### src/rtl/baud_gen_frac.sv
// Fractional baud tick generator: one shared shadow divisor, independent RX/TX channels.
// All outputs registered; each channel latches the divisor on activation so writes never disturb a running frame.

module baud_gen_frac_chan #(
    parameter int DIV_INT_W    = 16,
    parameter int DIV_FRAC_W   = 4,
    parameter int NO_OF_SAMPLE = 16,
    parameter bit RX_MODE      = 1'b0
) (
    input  logic                  clk,
    input  logic                  rst,
    input  logic                  active_i,
    input  logic [DIV_INT_W-1:0]  div_int_i,
    input  logic [DIV_FRAC_W-1:0] div_frac_i,
    output logic                  tick_o
);
    localparam int PW = DIV_INT_W + 1;
    localparam int SW = (NO_OF_SAMPLE > 2) ? $clog2(NO_OF_SAMPLE) : 1;
    localparam logic [SW-1:0] LAST = SW'(NO_OF_SAMPLE - 1);

    typedef enum logic {S_IDLE, S_RUN} state_t;

    state_t                state_q, state_d;
    logic [PW-1:0]         cnt_q, cnt_d;
    logic [PW-1:0]         per_q, per_d;
    logic [DIV_FRAC_W-1:0] acc_q, acc_d;
    logic [DIV_INT_W-1:0]  int_q, int_d;
    logic [DIV_FRAC_W-1:0] frac_q, frac_d;
    logic [SW-1:0]         samp_q, samp_d;
    logic                  tick_q, tick_d;

    logic                  run;
    logic [PW-1:0]         cur_cnt, cur_per, centre_per, first_per;
    logic [DIV_INT_W-1:0]  cur_int, half;
    logic [DIV_FRAC_W-1:0] cur_frac, cur_acc, first_acc;
    logic [SW-1:0]         cur_samp;
    logic [DIV_FRAC_W:0]   sum0, sum;

    always_comb begin
        state_d  = state_q;
        cnt_d    = cnt_q;
        per_d    = per_q;
        acc_d    = acc_q;
        int_d    = int_q;
        frac_d   = frac_q;
        samp_d   = samp_q;
        tick_d   = 1'b0;
        run      = 1'b0;
        cur_cnt  = cnt_q;
        cur_per  = per_q;
        cur_int  = int_q;
        cur_frac = frac_q;
        cur_acc  = acc_q;
        cur_samp = samp_q;
        sum      = '0;

        // Candidate first period lengths, computed from the shadow as seen on the activation edge.
        half       = div_int_i >> 1;
        centre_per = (half == '0) ? PW'(1) : {1'b0, half};
        sum0       = {1'b0, div_frac_i};
        first_per  = {1'b0, div_int_i} + PW'(sum0[DIV_FRAC_W]);
        first_acc  = sum0[DIV_FRAC_W-1:0];

        case (state_q)
            S_IDLE: begin
                if (active_i) begin
                    state_d  = S_RUN;
                    int_d    = div_int_i;
                    frac_d   = div_frac_i;
                    cur_int  = div_int_i;
                    cur_frac = div_frac_i;
                    cur_cnt  = '0;
                    cur_samp = '0;
                    cur_per  = RX_MODE ? centre_per : first_per;
                    cur_acc  = RX_MODE ? '0 : first_acc;
                    run      = 1'b1;
                end
            end
            default: begin
                if (active_i) begin
                    run = 1'b1;
                end else begin
                    state_d = S_IDLE;
                    cnt_d   = '0;
                    acc_d   = '0;
                    samp_d  = '0;
                end
            end
        endcase

        if (run) begin
            per_d  = cur_per;
            acc_d  = cur_acc;
            samp_d = cur_samp;
            if (cur_cnt == cur_per - PW'(1)) begin
                // Period ends here; the next regular period starts on this same edge.
                sum    = {1'b0, cur_acc} + {1'b0, cur_frac};
                per_d  = {1'b0, cur_int} + PW'(sum[DIV_FRAC_W]);
                acc_d  = sum[DIV_FRAC_W-1:0];
                cnt_d  = '0;
                samp_d = (cur_samp == LAST) ? '0 : cur_samp + SW'(1);
                tick_d = RX_MODE ? 1'b1 : (cur_samp == LAST);
            end else begin
                cnt_d = cur_cnt + PW'(1);
            end
        end
    end

    always_ff @(posedge clk or posedge rst) begin
        if (rst) begin
            state_q <= S_IDLE;
            cnt_q   <= '0;
            per_q   <= '0;
            acc_q   <= '0;
            int_q   <= '0;
            frac_q  <= '0;
            samp_q  <= '0;
            tick_q  <= 1'b0;
        end else begin
            state_q <= state_d;
            cnt_q   <= cnt_d;
            per_q   <= per_d;
            acc_q   <= acc_d;
            int_q   <= int_d;
            frac_q  <= frac_d;
            samp_q  <= samp_d;
            tick_q  <= tick_d;
        end
    end

    assign tick_o = tick_q;
endmodule

module baud_gen_frac #(
    parameter int OSC_FREQ     = 100_000_000,
    parameter int BAUD_RATE    = 115_200,
    parameter int NO_OF_SAMPLE = 16,
    parameter int DIV_INT_W    = 16,
    parameter int DIV_FRAC_W   = 4,
    parameter int DW           = DIV_INT_W + DIV_FRAC_W
) (
    input  logic          clk,
    input  logic          rst,
    input  logic          div_wr,
    input  logic [DW-1:0] div_in,
    input  logic          rx_active,
    input  logic          tx_active,
    output logic          baud_en_rx,
    output logic          baud_en_tx,
    output logic [DW-1:0] div_cur,
    output logic          div_rej
);
    localparam longint DEFAULT_DIV_L = (longint'(OSC_FREQ) << DIV_FRAC_W) /
                                       (longint'(BAUD_RATE) * longint'(NO_OF_SAMPLE));
    localparam logic [DW-1:0] DEFAULT_DIV = DEFAULT_DIV_L[DW-1:0];

    logic [DW-1:0] shadow_q, shadow_d;
    logic          rej_q, rej_d;
    logic          wr_ok;

    // Integer parts below 2 would allow a zero- or one-cycle TX period, so they are refused.
    always_comb begin
        wr_ok    = div_in[DW-1:DIV_FRAC_W] >= DIV_INT_W'(2);
        shadow_d = (div_wr && wr_ok) ? div_in : shadow_q;
        rej_d    = div_wr && !wr_ok;
    end

    always_ff @(posedge clk or posedge rst) begin
        if (rst) begin
            shadow_q <= DEFAULT_DIV;
            rej_q    <= 1'b0;
        end else begin
            shadow_q <= shadow_d;
            rej_q    <= rej_d;
        end
    end

    baud_gen_frac_chan #(
        .DIV_INT_W(DIV_INT_W), .DIV_FRAC_W(DIV_FRAC_W),
        .NO_OF_SAMPLE(NO_OF_SAMPLE), .RX_MODE(1'b1)
    ) u_rx (
        .clk(clk), .rst(rst), .active_i(rx_active),
        .div_int_i(shadow_q[DW-1:DIV_FRAC_W]), .div_frac_i(shadow_q[DIV_FRAC_W-1:0]),
        .tick_o(baud_en_rx)
    );

    baud_gen_frac_chan #(
        .DIV_INT_W(DIV_INT_W), .DIV_FRAC_W(DIV_FRAC_W),
        .NO_OF_SAMPLE(NO_OF_SAMPLE), .RX_MODE(1'b0)
    ) u_tx (
        .clk(clk), .rst(rst), .active_i(tx_active),
        .div_int_i(shadow_q[DW-1:DIV_FRAC_W]), .div_frac_i(shadow_q[DIV_FRAC_W-1:0]),
        .tick_o(baud_en_tx)
    );

    assign div_cur = shadow_q;
    assign div_rej = rej_q;
endmodule

### config.mk
export PLATFORM = sky130hd
export DESIGN_NAME = baud_gen_frac
export DESIGN_NICKNAME = d
export VERILOG_FILES = /design/src/rtl/baud_gen_frac.sv
export SDC_FILE = /design/constraint.sdc
export NUM_CORES = 1
export LEC_CHECK = 0
export CAP_MARGIN = 20
export CORE_MARGIN = 4
export CORE_UTILIZATION = 55
export DETAILED_ROUTE_END_ITERATION = 6
export PLACE_DENSITY = 0.74
export SLEW_MARGIN = 5
export SYNTH_ARGS = -nofsm -noshare
export SYNTH_HDL_FRONTEND = slang
export SYNTH_SLANG_ARGS = --single-unit
### constraint.sdc
create_clock -name clk -period 6.6 [get_ports clk]
set_clock_uncertainty 0.15 [all_clocks]
set_input_delay 1.32 -clock clk [delete_from_list [all_inputs] [get_ports clk]]
set_output_delay 1.32 -clock clk [all_outputs]
set_load 0.1 [all_outputs]
==> flow_summary.toml, run 1 <==
[clocking]
path_clk_slew_ps = 60
hold_buffers = 0
cts_max_level = 4
postCtsSetupBuffers = 0
clock_sink_count = 145
cts_tree = "yes"
clock_root_buffer = "clkbuf_16"
tritoncts.num_buffers = 17
clkLatencyLatePin_ps = 430
clock_tree.buffer_depth = 2
gates_resized_cts_repair = 0

[grt]
grt_max_degree = 107
grt_pass1_vias = 8130
antenna_violations_before_repair = 0
global_route.overflow_total = 0
grt_pass1_wl_um = 42700
gr-usage-all-layers_pct = 26.7

[finish]
postLayoutCoreUtil_pct = 62.9
post_route_cells_drive_above_1_share_pct = 9.71
postLayoutCellArea_um2 = 10800
net_count_final = 1102
antenna-diode-count = 0
layout-area-overhead-vs-synth_pct = 12.5

[sta]
rsz0062_at_grt = "false"
setup_viol_count_final = 0
fmax_ghz = 0.190
max_slew_margin_pct = 29.2
final-max-slew-violation-count = 0
tns_ps = 0
period_minus_slack_ps = 5270
final.period_utilization_pct = 79.9
timing_worst_slew_pin_value_ps = 1060
final-hold-violation-count = 0

[power_and_ir_drop]
p_sw_mw = 0.933
power.share.sequential_pct = 39.9
post-layout-total-power_mw = 2.79
clock_power_share_pct = 36.1
p_leak_nw = 4.62
irDropWorstVdd_mv = 0.195
power.switching_fraction_pct = 33.4
power_frac_comb_pct = 23.9
intPower_mw = 1.86
cellPowerDensity_nw_per_um2 = 258

[placement]
post_dp_cell_area_um2 = 10200
io_buffers = 47
gp_congestion = 0.891
detailedPlacementHpwl_um = 17500

[route]
routed_vias_inst = 6.35
antenna_left = 0
routed-via-count = 8234
drt_wl_total_um = 25800
post_drt_wl_per_cell_um = 19.9
drc_violation_total_after_the_first_tritonroute_iteration = 1063
total_drc_errors_in_the_routed_layout = 0
drt_pass1_iterations = 5

[worst_setup_path]
critical_path.most_common_cell = "nor3b_1"
path_max_fanout = 45
timing.critical_path.arrival_ps = 5430
cp_slowest_cell = "nand4_4"
critical_path.endpoint_type = "register"
critical_path_required_ps = 6760
worstRegToRegCells = 12
worst_setup_path_start_kind = "input pin"
crit_type = "input pin to register"
timing.critical_path.cells = "buf_2, nand2b_4, mux2i_1, ha_1, nor3b_1, nand3_1, a211oi_2, a211oi_1, nor4_1, nand4_4, nor3b_1, a211o_1"
crit_path_max_incr_delay_ps = 690

[synth]
asyncSetResetFlopFracSynth_pct = 100
ys.warnings.count = 0
number_of_flops_mapped_to_enable_cells_by_yosys = 0
syn-mean-instance-area_um2 = 9.13
postSynthCellCount = 1051
yosys_most_used_dff = "dfrtp_1"
synthesis.area_um2 = 9600
postSynthRegisterBits = 145
synthesized_net_count = 1095
seq_area_frac_synth_pct = 37.9
synth.distinct_cells = 84

[floorplanning]
std_cell_rows = 48
die_w_um = 140
starting_density_of_the_core_pct = 55.9
coreArea_um2 = 17200
chipHeight_um = 140
ios = 48
die-area_um2 = 19600

[run]
maxCapViolCount = 0

[worst_hold_path]
timing.hold.worst.class = "register to register"
whs_path_depth = 2

[status]
outcome = "completed"
-- power by group through the flow --
| stage | clock network (mW) | registers (mW) | logic (mW) |
|---|---|---|---|
| 2_1_floorplan | 0 | 1.15 | 0.452 |
| 3_3_place_gp | 0 | 1.12 | 0.650 |
| 3_5_place_dp | 0 | 1.13 | 0.660 |
| 4_1_cts | 1.02 | 1.11 | 0.664 |
| 5_1_grt | 1.07 | 1.13 | 0.729 |
| 6_report | 1.01 | 1.11 | 0.668 |
-- cell type report --
class	count	area [um2]
Sequential cell	145	3630
Inverter	45	174
Clock inverter	10	121
Fill cell	1474	6380
Timing Repair Buffer	64	608
Multi-Input combinational cell	785	5480
Clock buffer	22	494
Tap cell	225	282
-- worst max-delay path, delay by kind of cell --
| family | cells | cell delay, ps |
|---|---|---|
| AOI/OAI and AO/OA | 3 | 690 |
| buffers and inverters | 1 | 290 |
| and+or+nand+nor | 6 | 2440 |
| adders and majority gates | 1 | 280 |
| muxes | 1 | 350 |
-- sequential cells by signal, indices dropped and copies added, names as in the netlist --
register and count:
u_tx.per_q 17, u_tx.cnt_q 17, u_rx.state_q 1, div_cur 20
u_tx.samp_q 4, div_rej 1, u_tx.int_q 16, u_tx.frac_q 4
u_rx.frac_q 4, u_tx.tick_o 1, u_rx.cnt_q 17, u_rx.tick_o 1
u_tx.state_q 1, u_rx.per_q 17, u_tx.acc_q 4, u_rx.acc_q 4
u_rx.int_q 16
-- per-layer routing --
| layer | vias up | wire, um | global-route usage, % | part of all wire [%] |
|---|---|---|---|---|
| li1 | 3865 | - | - | - |
| met1 | 4041 | 11200 | 35.7 | 43 |
| met2 | 282 | 12600 | 44.4 | 49 |
| met3 | 46 | 1500 | 4.98 | 5.8 |
| met4 | 0 | 508 | 7.60 | 2.0 |
| met5 | - | 0 | 0 | 0 |
-- synthesized netlist by cell type, types with 17 or more instances --
| cell | instances | area, um2 |
|---|---|---|
| nor2b_1 | 17 | 106 |
| clkbuf_1 | 52 | 195 |
| o21ai_0 | 25 | 125 |
| mux2i_1 | 30 | 300 |
| a32o_1 | 30 | 300 |
| mux2_2 | 31 | 349 |
| xor2_1 | 31 | 272 |
| xnor2_1 | 64 | 561 |
| ha_1 | 17 | 213 |
| nand3_1 | 58 | 290 |
| nor3_1 | 35 | 175 |
| dfrtp_1 | 140 | 3500 |
| nor2_1 | 54 | 203 |
| a21oi_1 | 29 | 145 |
| inv_1 | 45 | 169 |
| nand2_1 | 117 | 439 |
-- worst paths after layout --
check,from,slack [ps],endpoint
max reg2reg,u_tx.state_q$_DFF_PP0_,1780,u_tx.per_q[9]$_DFFE_PP0P_
min,u_tx.int_q[0]$_DFF_PP0_,330,u_tx.int_q[0]$_DFF_PP0_
max,tx_active,1330,u_tx.per_q[9]$_DFFE_PP0P_
min reg2reg,u_tx.int_q[0]$_DFF_PP0_,330,u_tx.int_q[0]$_DFF_PP0_
max in group asynchronous,rst,3890,u_tx.per_q[5]$_DFFE_PP0P_
min in group asynchronous,rst,1310,div_cur[15]$_DFFE_PP0P_
-- cells in the final DEF, fill, tap and decap left out, drive strengths merged, types with 14 or more instances in the layout --
cell type / n
o21ai: 26
nand2: 117
ha: 17
xor2: 31
mux2i: 30
inv: 48
nand3: 58
mux2: 31
and2: 14
xnor2: 64
clkbuf: 22
nand4: 17
buf: 19
a31oi: 15
nor3: 35
a32o: 30
nor2b: 17
dfrtp: 140
nor4: 17
clkdlybuf4s50: 45
a21oi: 29
nor2: 54
-- logic make-up (layout without fill, tap and decap cells) --
family / Yosys count / count (layout) / synth area share, %
AND/OR/NAND/NOR: 391 / 391 / 21.1
AO/OA/AOI/OAI: 218 / 218 / 17.7
flip-flops: 145 / 145 / 37.9
buffers and inverters: 121 / 141 / 5.10
XOR/XNOR: 96 / 96 / 8.90
multiplexers: 61 / 61 / 6.76
adder cells (fa/ha/maj): 19 / 19 / 2.63
-- metrics by stage --
stage                     worst slack [ps]  std cells  hold WS, ps
after global routing                   965       1296          358
after global placement                1070       1263          317
after CTS                             1340       1295          332
final                                 1330       1296          332
after floorplan                       1130       1051          296
after detailed placement               904       1263          317
No activity file was read; power rests on OpenSTA's default activity.
==> inputs of run 2 (changes only) <==
--- a/config.mk
+++ b/config.mk
@@ -9,7 +9,7 @@
 export CORE_MARGIN = 4
 export CORE_UTILIZATION = 55
 export DETAILED_ROUTE_END_ITERATION = 6
-export PLACE_DENSITY = 0.74
+export PLACE_DENSITY = 0.77
 export SLEW_MARGIN = 5
 export SYNTH_ARGS = -nofsm -noshare
 export SYNTH_HDL_FRONTEND = slang
==> constraint.sdc (replaced) <==
create_clock -name clk -period 4.3 [get_ports clk]
set_clock_uncertainty 0.15 [all_clocks]
set_input_delay 0.86 -clock clk [delete_from_list [all_inputs] [get_ports clk]]
set_output_delay 0.86 -clock clk [all_outputs]
set_load 0.1 [all_outputs]
==> run 2 against run 1 <==
Net effect:
- worst hold slack got worse by 3.5 ps
- register-to-register slack lost 1400 ps
- largest power group unchanged
- setup slack worse by 960 ps
- critical path depth is 1 higher
- via count up 3.0%
- design area up 3.5%
- largest cell class unchanged
- sequential power up 51%
- wire length increased by 4.3%
- power rose by 58%
- sequential share of layout area shrank 1.1 points
==> flow_summary.toml, run 2 (same netlist as run 1, synthesis figures left out) <==
[floorplanning]
starting_density_of_the_core_pct = 55.9
ios = 48
die_w_um = 140
chipHeight_um = 140
die-area_um2 = 19600
coreArea_um2 = 17200
std_cell_rows = 48

[grt]
gr-usage-all-layers_pct = 27.6
grt_pass1_wl_um = 43500
antenna_violations_before_repair = 0
grt_pass1_vias = 8241
global_route.overflow_total = 0
grt_max_degree = 146

[placement]
detailedPlacementHpwl_um = 19000
io_buffers = 47
post_dp_cell_area_um2 = 10500
gp_congestion = 0.990

[sta]
period_minus_slack_ps = 3930
fmax_ghz = 0.254
final-max-slew-violation-count = 0
final-hold-violation-count = 0
final.period_utilization_pct = 91.4
rsz0062_at_grt = "false"
setup_viol_count_final = 0
timing_worst_slew_pin_value_ps = 1050
tns_ps = 0
max_slew_margin_pct = 30.2

[clocking]
clock_root_buffer = "clkbuf_16"
tritoncts.num_buffers = 17
cts_max_level = 4
clkLatencyLatePin_ps = 430
path_clk_slew_ps = 60
cts_tree = "yes"
clock_tree.buffer_depth = 2
clock_sink_count = 145

[finish]
net_count_final = 1138
post_route_cells_drive_above_1_share_pct = 13.7
largest_reg_flops = 20
layout-area-overhead-vs-synth_pct = 16.4
postLayoutCellArea_um2 = 11200
commonest_non_fill_non_tap_cells_in_the_layout = "dfrtp_1, nand2_1, xnor2_1"
antenna-diode-count = 0
nFillCells = 1427
mostFrequentLayoutCell = "dfrtp_1"

[worst_hold_path]
timing.hold.worst.class = "register to register"
worstHoldStart = "u_rx.frac_q[0]$_DFF_PP0_"
min_delay_worst_endpoint = "u_rx.frac_q[0]$_DFF_PP0_"
whs_path_depth = 2

[route]
drc_violation_total_after_the_first_tritonroute_iteration = 696
drt_pass1_iterations = 5
routed_vias_inst = 6.37
routed-via-count = 8483
total_drc_errors_in_the_routed_layout = 0
post_drt_wl_per_cell_um = 20.2
drt_wl_total_um = 26900
antenna_left = 0

[power_and_ir_drop]
irDropWorstVdd_mv = 0.295
cellPowerDensity_nw_per_um2 = 395
p_leak_nw = 4.81

[worst_setup_path]
critical_path_required_ps = 4490
rr_startpoint = "div_cur[11]$_DFFE_PP0P_"
worstRegToRegCells = 13
ff2ff_setup_slack_ps = 370
worst_setup_path_start_kind = "register"
reg2reg_to = "u_rx.per_q[2]$_DFFE_PP0P_"
critical_path.endpoint_type = "register"
crit_type = "register to register"
path_max_fanout = 8
timing.critical_path.arrival_ps = 4120

[status]
outcome = "completed"

[run]
maxCapViolCount = 0
==> run 2: cell count changes in the layout (fill, tap and decap cells not counted), moves of 2 or more <==
cell,previous run,this run
buf_12,0,3
buf_4,16,50
bufinv_16,2,4
clkbuf_8,5,0
clkinv_4,0,3
ha_1,17,13
ha_2,0,3
nor3_1,35,33
nor3_2,0,2
nor3b_1,11,9
nor4_1,16,13
nor4_2,1,4
==> run 2: layout make-up <==
cell class,instances,area [um2],share of cell area (%)
Clock buffer,18,429,3.84
Clock inverter,14,204,1.82
Inverter,45,173,1.54
Multi-Input combinational cell,785,5560,49.7
Sequential cell,145,3630,32.5
Tap cell,225,282,2.52
Timing Repair Buffer,100,896,8.02
==> run 2: timing repair <==
| item | in CTS | in global routing |
|---|---|---|
| hold buffers | 0 | 0 |
| gates resized for setup | 0 | 1 |
| setup buffers | 0 | 0 |
| setup endpoints to repair | 0 | 3 |
==> run 2: critical path, cell delays in order, from the launching register on <==
cell and delay, ps:
dfrtp_1 520, nor4_1 500, nand4_1 230, o211ai_1 160
inv_1 70, ha_1 250, xnor2_1 220, xnor2_1 100
nor4_1 280, a31oi_1 90, a2111oi_2 380, and4_1 370
mux2_2 350, a22oi_1 180
==> run 2: how the worst max path moves through the flow <==
stage | from | end | slack, ps
final | div_cur[11]$_DFFE_PP0P_ | u_rx.per_q[2]$_DFFE_PP0P_ | 370
after global routing | div_cur[11]$_DFFE_PP0P_ | u_rx.per_q[11]$_DFFE_PP0P_ | 90
after CTS | div_cur[17]$_DFFE_PP0P_ | u_rx.per_q[2]$_DFFE_PP0P_ | 300
after detailed placement | tx_active | u_tx.per_q[14]$_DFFE_PP0P_ | 50
after global placement | tx_active | u_tx.per_q[15]$_DFFE_PP0P_ | 120
after floorplan | tx_active | u_tx.per_q[14]$_DFFE_PP0P_ | 6
==> run 2: metal layers <==
metal / vias up / part of all wire (%) / GRT usage (%)
met1: 4178 / 45 / 38.5
li1: 3923 / - / -
met4: 0 / 3.0 / 10.0
met3: 66 / 6.7 / 6.01
met5: - / 0 / 0
met2: 316 / 46 / 42.5
==> run 2: per-stage QoR <==
stage	total power, mW	utilization [%]	setup slack (ps)	std cells	hold slack, ps
finish	4.41	65.1	368	1332	328
global placement	2.78	61.3	123	1300	313
global route	4.61	65.1	88.2	1332	365
detailed placement	2.80	61.3	52.7	1300	316
floorplan	2.49	-	6.37	1051	296
CTS	4.41	65.0	300	1332	331
==> run 2: power by group <==
part           internal (mW)  total, mW  switching (mW)  leakage (nW)
Sequential              1.51       1.68           0.167          1.82
Clock                  0.981       1.61           0.632         0.298
Combinational          0.436       1.12           0.684          2.68
Total                   2.93       4.41            1.48          4.81
